**src/rtl/noc_credit_arb_bridge.sv**
```systemverilog
// Multi-channel credit-to-val/rdy bridge: per-channel credit FIFOs arbitrated
// round-robin at packet granularity onto a single val/rdy output.

module ncab_chan_fifo #(
  parameter int DATA_W = 64,
  parameter int DEPTH  = 4
) (
  input  logic              clk,
  input  logic              rst_n,
  input  logic              valid_i,
  input  logic [DATA_W-1:0] data_i,
  input  logic              pop_i,
  output logic [DATA_W-1:0] head_o,
  output logic              empty_o,
  output logic              yummy_o,
  output logic              overflow_o
);
  localparam int AW = $clog2(DEPTH);
  localparam logic [AW:0] PTR_ONE = {{AW{1'b0}}, 1'b1};

  logic [AW:0]       wptr_q, rptr_q;
  logic [DATA_W-1:0] mem_q [DEPTH];
  logic              full, push;
  logic              yum_q, ovf_q;

  // Extra MSB on the pointers separates full from empty when the indices match.
  assign empty_o = (wptr_q == rptr_q);
  assign full    = (wptr_q[AW] != rptr_q[AW]) && (wptr_q[AW-1:0] == rptr_q[AW-1:0]);
  assign push    = valid_i && (!full || pop_i);
  assign head_o  = mem_q[rptr_q[AW-1:0]];
  assign yummy_o    = yum_q;
  assign overflow_o = ovf_q;

  always_ff @(posedge clk or negedge rst_n) begin
    if (!rst_n) begin
      wptr_q <= '0;
      rptr_q <= '0;
      yum_q  <= 1'b0;
      ovf_q  <= 1'b0;
    end else begin
      if (push)  wptr_q <= wptr_q + PTR_ONE;
      if (pop_i) rptr_q <= rptr_q + PTR_ONE;
      yum_q <= pop_i;
      ovf_q <= ovf_q | (valid_i && !push);
    end
  end

  always_ff @(posedge clk) begin
    if (push) mem_q[wptr_q[AW-1:0]] <= data_i;
  end
endmodule

module noc_credit_arb_bridge #(
  parameter int NUM_CH  = 2,
  parameter int DATA_W  = 64,
  parameter int DEPTH   = 4,
  parameter int LEN_LSB = 22,
  parameter int LEN_W   = 8,
  localparam int CH_W   = (NUM_CH > 1) ? $clog2(NUM_CH) : 1
) (
  input  logic                     clk,
  input  logic                     rst_n,
  input  logic [NUM_CH-1:0]        in_valid,
  input  logic [NUM_CH*DATA_W-1:0] in_data,
  output logic [NUM_CH-1:0]        in_yummy,
  output logic                     out_valid,
  output logic [DATA_W-1:0]        out_data,
  input  logic                     out_ready,
  output logic [CH_W-1:0]          out_chan,
  output logic [NUM_CH-1:0]        overflow_o
);
  typedef enum logic [1:0] {ST_IDLE, ST_HDR, ST_BODY} state_e;

  state_e                          state_q, state_d;
  logic [CH_W-1:0]                 g_q, g_d, rr_q, rr_d, pick, next_rr;
  logic [LEN_W-1:0]                rem_q, rem_d, len;
  logic [NUM_CH-1:0][DATA_W-1:0]   head;
  logic [NUM_CH-1:0]               empty, pop;
  logic [DATA_W-1:0]               cur_head;
  logic                            hs, found_hi, found_lo;

  for (genvar i = 0; i < NUM_CH; i++) begin : g_ch
    ncab_chan_fifo #(.DATA_W(DATA_W), .DEPTH(DEPTH)) u_fifo (
      .clk        (clk),
      .rst_n      (rst_n),
      .valid_i    (in_valid[i]),
      .data_i     (in_data[i*DATA_W +: DATA_W]),
      .pop_i      (pop[i]),
      .head_o     (head[i]),
      .empty_o    (empty[i]),
      .yummy_o    (in_yummy[i]),
      .overflow_o (overflow_o[i])
    );
    assign pop[i] = hs && (g_q == CH_W'(i));
  end

  assign cur_head  = head[g_q];
  assign len       = cur_head[LEN_LSB +: LEN_W];
  assign out_valid = (state_q != ST_IDLE) && !empty[g_q];
  assign out_data  = (state_q != ST_IDLE) ? cur_head : '0;
  assign out_chan  = (state_q != ST_IDLE) ? g_q : '0;
  assign hs        = out_valid && out_ready;
  assign next_rr   = (g_q == CH_W'(NUM_CH-1)) ? '0 : g_q + CH_W'(1);

  // Round-robin: first non-empty channel at or above rr, else first from 0.
  always_comb begin
    pick     = rr_q;
    found_hi = 1'b0;
    found_lo = 1'b0;
    for (int j = 0; j < NUM_CH; j++) begin
      if (!found_hi && !empty[j] && (CH_W'(j) >= rr_q)) begin
        found_hi = 1'b1;
        pick     = CH_W'(j);
      end
    end
    if (!found_hi) begin
      for (int j = 0; j < NUM_CH; j++) begin
        if (!found_lo && !empty[j]) begin
          found_lo = 1'b1;
          pick     = CH_W'(j);
        end
      end
    end
  end

  always_comb begin
    state_d = state_q;
    g_d     = g_q;
    rr_d    = rr_q;
    rem_d   = rem_q;
    case (state_q)
      ST_IDLE: begin
        if (found_hi || found_lo) begin
          g_d     = pick;
          state_d = ST_HDR;
        end
      end
      ST_HDR: begin
        if (hs) begin
          if (len == '0) begin
            state_d = ST_IDLE;
            rr_d    = next_rr;
          end else begin
            rem_d   = len;
            state_d = ST_BODY;
          end
        end
      end
      ST_BODY: begin
        if (hs) begin
          rem_d = rem_q - LEN_W'(1);
          if (rem_q == LEN_W'(1)) begin
            state_d = ST_IDLE;
            rr_d    = next_rr;
          end
        end
      end
      default: state_d = ST_IDLE;
    endcase
  end

  always_ff @(posedge clk or negedge rst_n) begin
    if (!rst_n) begin
      state_q <= ST_IDLE;
      g_q     <= '0;
      rr_q    <= '0;
      rem_q   <= '0;
    end else begin
      state_q <= state_d;
      g_q     <= g_d;
      rr_q    <= rr_d;
      rem_q   <= rem_d;
    end
  end
endmodule

```
**config.mk**
```make
export PLATFORM = sky130hd
export DESIGN_NAME = noc_credit_arb_bridge
export DESIGN_NICKNAME = d
export VERILOG_FILES = /design/src/rtl/noc_credit_arb_bridge.sv
export SDC_FILE = /design/constraint.sdc
export NUM_CORES = 1
export LEC_CHECK = 0
export CAP_MARGIN = 5
export CORE_MARGIN = 2
export CORE_UTILIZATION = 24
export CTS_CLUSTER_DIAMETER = 200
export DETAILED_ROUTE_END_ITERATION = 6
export SETUP_SLACK_MARGIN = 0.1
export SYNTH_ARGS = -nofsm -noshare
export SYNTH_HDL_FRONTEND = slang
export SYNTH_HIERARCHICAL = 1
export SYNTH_SLANG_ARGS = --single-unit
```
**constraint.sdc**
```tcl
create_clock -name clk -period 4.24 [get_ports clk]
set_input_delay 0.424 -clock clk [delete_from_list [all_inputs] [get_ports clk]]
set_output_delay 0.424 -clock clk [all_outputs]
set_load 0.02 [all_outputs]
```
**Word-level counts from Yosys, hierarchy flattened**

Memories as Yosys holds them, arrays and structs flattened.
Cells that the tools add are included.

- Register bits: 28
- Memory bits (writable): 512
- Bits of input ports: 133
- Memories: 2

Memory list:

| memory | depth | bits a word | rd ports | clocked after Yosys merged registers in | wr ports | line | text |
|---|---|---|---|---|---|---|---|
| g_ch[0].u_fifo.mem_q | 4 | 64 | 1 | 0 | 1 | 22 | `logic [DATA_W-1:0] mem_q [DEPTH];` |
| g_ch[1].u_fifo.mem_q | 4 | 64 | 1 | 0 | 1 | 22 |  |

- Add/subtract/negate cells: 6
- Magnitude comparators: 3
- Eq/ne operators: 15
- Multiplexer cells: 37
- Bitwise operators: 3
- Reductions and logical operators: 34

Operators with widths:

| cell | number |
|---|---|
| 2-to-1 mux 64 bit | 3 |
| 2-to-1 mux 8 bit | 3 |
| 2-to-1 mux 1 bit | 23 |
| one-hot mux 8 bit (2 select lines) | 1 |
| logical AND 1 bit | 14 |
| adder 3 x 1 -> 3 bit (second input constant) | 4 |
| inequality test 2 bit (second input constant) | 6 |
| 2-to-1 mux 2 bit | 5 |
| logical NOT 1 bit | 9 |
| == test 8 x 1 -> 1 bit (second input constant) | 1 |
| logical NOT 8 bit | 1 |
| AND reduction 4 bit | 2 |
| subtractor 8 x 1 -> 8 bit (second input constant) | 1 |
| == test 3 bit | 2 |
| one-hot mux 2 bit (3 select lines) | 1 |
| AND reduction 5 bit | 1 |
| == test 2 bit | 2 |
| nonzero test 2 bit | 2 |
| logical OR 1 bit | 3 |
| == test 2 x 1 -> 1 bit (second input constant) | 1 |
| == test 2 bit (second input constant) | 1 |
| >= comparator 1 bit (first input constant) | 2 |
| logical NOT 2 bit | 1 |
| less-than comparator 1 x 2 -> 1 bit (second input constant) | 1 |
| 6 further kinds | 8 |

**Logic depth before layout (Yosys ltp)**

- Word-level depth: 16
- Gate-level depth with buffers: 8
- Mapped depth without buffers: 7

**By module**

The synthesis kept the hierarchy.

By module, submodules not included:

| module | instances | cells each | area an instance (um^2) | seq. area each (um^2) |
|---|---|---|---|---|
| ncab_chan_fifo (g_ch[0].u_fifo) | 1 | 372 | 9,643.0 | 7,887.6 |
| ncab_chan_fifo (g_ch[1].u_fifo) | 1 | 372 | 9,640.5 | 7,887.6 |
| noc_credit_arb_bridge | 1 | 230 | 1,773.0 | 300.3 |

**Worst setup path before layout**

No wires, ideal clock.

- Path type: register -> register
- Start: register g_ch[0].u_fifo.wptr_q[0]
- End: memory g_ch[0].u_fifo.mem_q[1][0] (enable)
- Arrival: 3.474 ns
- Required time: 3.811 ns
- Setup slack: 0.337 ns
- Cell stages (with the launch flop): 6
- Cells stage by stage: dfrtp_1 xor2_1 nor3b_1 nor4b_1 or4_4 and3_1

- Cells in the longest elaborated chain, start to end: 11
- Elaborated cells on any way between the ends: 14
- Those cells by class: eq/ne: 2; mux: 4; reduce/logical: 8

RTL lines:

| what | line | text |
|---|---|---|
| start, declared | 21 | `logic [AW:0] wptr_q, rptr_q;` |
| start signal, assigned | 41 | `if (push) wptr_q <= wptr_q + PTR_ONE;` |
| == test 3 bit | 27 | `assign empty_o = (wptr_q == rptr_q);` |
| net empty[0] | 78 | `logic [NUM_CH-1:0] empty, pop;` |
| 2-to-1 mux 1 bit (implied by the code) (2 in series) | 99 | `assign out_valid = (state_q != ST_IDLE) && !empty[g_q];` |
| logical NOT 1 bit | 99 |  |
| logical AND 1 bit | 99 |  |
| logical AND 1 bit | 102 | `assign hs = out_valid && out_ready;` |
| logical AND 1 bit | 94 | `assign pop[i] = hs && (g_q == CH_W'(i));` |
| net pop[0] | 78 |  |
| logical OR 1 bit | 29 | `assign push = valid_i && (!full \|\| pop_i);` |
| logical AND 1 bit | 29 |  |
| 2-to-1 mux 1 bit | 49 | `if (push) mem_q[wptr_q[AW-1:0]] <= data_i;` |
| 2-to-1 mux 1 bit (implied by the code) | 49 |  |
| end, declared | 22 |  |

The timed path passes the listed nets, and every way through them passes these cells. The select of a mux whose other input is x is not followed.

==> reports/qor.yml <==
synthesis:
  synth_cell_types: 50
  synth_ff_type: "edfxtp_1"
  synthTopCellsByArea: "edfxtp_1 (73%), mux4_2 (14%), dfrtp_1 (3.3%)"
  ys_ff_latch: 540
  syn_nets: 1119
  synth_top_area_share_pct: 73.0
  seq_area_frac_synth_pct: 76.3
  syn_avg_cell_area_um2: 21.6
  async_flop_share_pct: 5.19
  netlist_instances: 974
  ys_warn_count: 6
  netlist_area_um2: 21100
  synth_area_leader_cell: "edfxtp_1"
  synth_edf_count: 512
clock_network:
  clk_pin_slew_ns: 0.06
  cts_buffer_depth: 3
  cts_hold_buf: 0
  clock-sinks: 540
  cts-root-buf: "clkbuf_16"
  post_cts_resized: 0
  clkLatencyLatePin_ns: 0.61
  cts_tree: "built"
  cts_setup_buffers: 0
  cts_made_buffers: 59
  htree_levels: 2
worst_setup_path:
  worstSetupPathType: "reg -> out"
  cp.required_ns: 3.82
  cp-startpoint: "g_ch[0].u_fifo/rptr_q[1]$_DFFE_PN0P_"
  worst-path-max-fanout: 38
  critPathCaptureType: "primary output"
  rr_endpoint: "g_ch[1].u_fifo/mem_q[0][62]$_DFFE_PP_"
  crit_arrival_ns: 3.48
  startpoint_type: "register"
  reg2reg_setup_slack_ns: 0.78
  worst_r2r_path_depth: 7
  r2r_start: "g_ch[0].u_fifo/wptr_q[2]$_DFFE_PN0P_"
  crit_end: "out_data[23]"
sta:
  fin_ws_ns: 0.340
  tns_ns: 0
  hold_slack_ns: 0.215
  min_period_ns: 3.90
  fmax_mhz: 256
  finalClockSkew_ns: 0.0251
  hold_violations: 0
  setup_violations: 0
  fin_crit_sh_pct: 92.0
  worstMarginPinSlew_ns: 1.16
  slew_headroom_pct: 23.0
  rsz0062_at_grt: "false"
  drv_slew: 0
floorplan:
  dieHeight_um: 300
  die_w_um: 300
  start_util_pct: 24.2
  core_region_area_um2: 86900
  rows: 108
  boundaryPins: 203
  die_area_um2: 90100
global_routing:
  grt_pass1_vias: 11200
  grt_pass1_wl_mm: 74.6
  antenna_found_initial: 5
  grt_max_degree: 67
  grtUsageTotal_pct: 11.2
  gr-total-overflow: 0
route:
  wl_mm: 50.5
  drt_iter0_drc: 667
  wl_per_cell_um: 20.9
  first_pass_iters: 4
  post_drt_via_cell_ratio: 4.25
  num_vias: 10300
  drcViolationCount: 0
  postRouteAntennaNets: 0
power_and_ir_drop:
  pwr-share-clk_pct: 25.3
  vdd_drop_max_v: 0.000521
  swShare_pct: 32.7
  total_power_uw: 20000
  seqPwrFrac_pct: 38.4
  pwr-share-comb_pct: 36.3
  netSwitchingPower_uw: 6550
  power.density_nw_per_um2: 756
  leakage_uw: 0.00850
  p_int_uw: 13500
finish:
  syn_to_final_growth_pct: 25.8
  fin_nets: 1356
  drive_above_1_share_pct: 20.4
outcome:
  run_status: "finished, final reports clean"
placed_design:
  gp_congestion: 0.704
  hpwl_mm: 31.0
  pre_cts_slack_ns: 0.793
  io_buffers: 202
worst_hold_path:
  hold_path_class: "in -> async"
run:
  max_cap_viol_count: 0
[worst min path at each step]
stage	endpoint	cells past startpoint	slack [ns]
2_1_floorplan	g_ch[0].u_fifo/overflow_o$_DFF_PN0_	0	0.13
3_3_place_gp	g_ch[0].u_fifo/rptr_q[2]$_DFFE_PN0P_	1	0.48
3_5_place_dp	g_ch[1].u_fifo/overflow_o$_DFF_PN0_	1	0.48
4_1_cts	rem_q[6]$_DFFE_PN0P_	2	0.18
5_1_grt	rem_q[6]$_DFFE_PN0P_	2	0.24
6_report	rem_q[6]$_DFFE_PN0P_	2	0.22
[logic make-up after synthesis]
logic type               share of synthesized area [%]
buffers and inverters                             1.17
XOR/XNOR                                         0.541
flip-flops                                        76.3
AO/OA/AOI/OAI                                     1.44
multiplexers                                      17.0
AND/OR/NAND/NOR                                   2.75
adder cells (fa/ha/maj)                          0.713
[placed cells by master, fill, tap and decap left out, types with 4 or more instances in the layout]
cell type and count:
a21oi_1 9, and3_4 8, buf_4 16, bufinv_16 7
clkbuf_1 10, clkbuf_16 60, clkdlybuf4s50_1 202, clkinv_1 15
clkinv_2 5, clkinvlp_4 5, dfrtp_1 23, dfrtp_4 5
edfxtp_1 512, ha_1 12, inv_1 11, mux2_2 4
mux2i_1 66, mux4_2 128, nand2_1 6, nand4_1 4
nor2_1 68, nor2b_1 5, nor4_1 4, o21ai_0 5
xnor2_1 7, xor2_1 6
[per-layer routing]
| metal | vias to the layer above | GRT usage, % | wire (µm) |
|---|---|---|---|
| met5 | - | 0 | 51 |
| met4 | 8 | 2.89 | 946 |
| met3 | 76 | 2.44 | 2800 |
| met2 | 251 | 19.1 | 25300 |
| met1 | 5403 | 14.5 | 21400 |
| li1 | 4523 | - | - |
[Yosys cell counts (2+ instances only)]
cell,instances
edfxtp_1,512
nor3b_1,2
or4_4,3
a21boi_0,2
nor3_1,2
nor2_1,69
dfrtp_1,28
xnor2_1,7
buf_2,23
o41ai_1,3
clkbuf_1,16
ha_1,12
nand3_1,2
inv_1,11
o21ai_0,5
xor2_1,6
nand2b_1,2
nand2_1,6
buf_1,3
mux4_2,128
a311o_1,2
o21bai_1,2
nor4b_1,2
and3_1,10
o22ai_1,3
a21oi_1,9
nor4_1,4
nor2b_1,5
a31o_2,3
mux2i_1,66
mux2_2,4
nand4_1,4
[metrics by stage]
stage | cell area (µm²) | std cells | utilization [%]
2_1_floorplan | 21100 | 974 | -
3_3_place_gp | 24500 | 2305 | 28.2
3_5_place_dp | 24500 | 2305 | 28.2
4_1_cts | 26500 | 2412 | 30.5
5_1_grt | 26500 | 2412 | 30.5
6_report | 26500 | 2413 | 30.5
[power by group through the flow]
stage / Sequential, µW / Clock (µW) / Combinational (µW)
6_report: 7680 / 5060 / 7270
3_5_place_dp: 7810 / 0 / 7480
5_1_grt: 7800 / 5430 / 7850
4_1_cts: 7700 / 5220 / 7520
2_1_floorplan: 7650 / 0 / 4590
3_3_place_gp: 7740 / 0 / 7430
[layout make-up]
class	count	area [µm²]
Antenna cell	1	2.50
Clock buffer	70	1540
Clock inverter	37	397
Fill cell	8374	60400
Inverter	11	41.3
Multi-Input combinational cell	379	4780
Sequential cell	540	16100
Tap cell	1155	1450
Timing Repair Buffer	220	2180
[critical path, cell delays in order, from the launching register on]
cell,delay (ns)
dfrtp_4,0.41
buf_4,0.40
buf_4,0.65
mux4_2,0.43
mux2i_1,0.33
nor2_1,0.09
clkdlybuf4s50_1,0.55
[registers in the layout (all words and copies together), names as in the netlist]
| name | flops |
|---|---|
| state_q | 2 |
| rem_q | 8 |
| g_ch.u_fifo/rptr_q | 6 |
| rr_q | 1 |
| g_ch.u_fifo/mem_q | 512 |
| g_q | 1 |
| g_ch.u_fifo/yummy_o | 2 |
| g_ch.u_fifo/wptr_q | 6 |
| g_ch.u_fifo/overflow_o | 2 |
No activity file was read; power rests on OpenSTA's default activity.
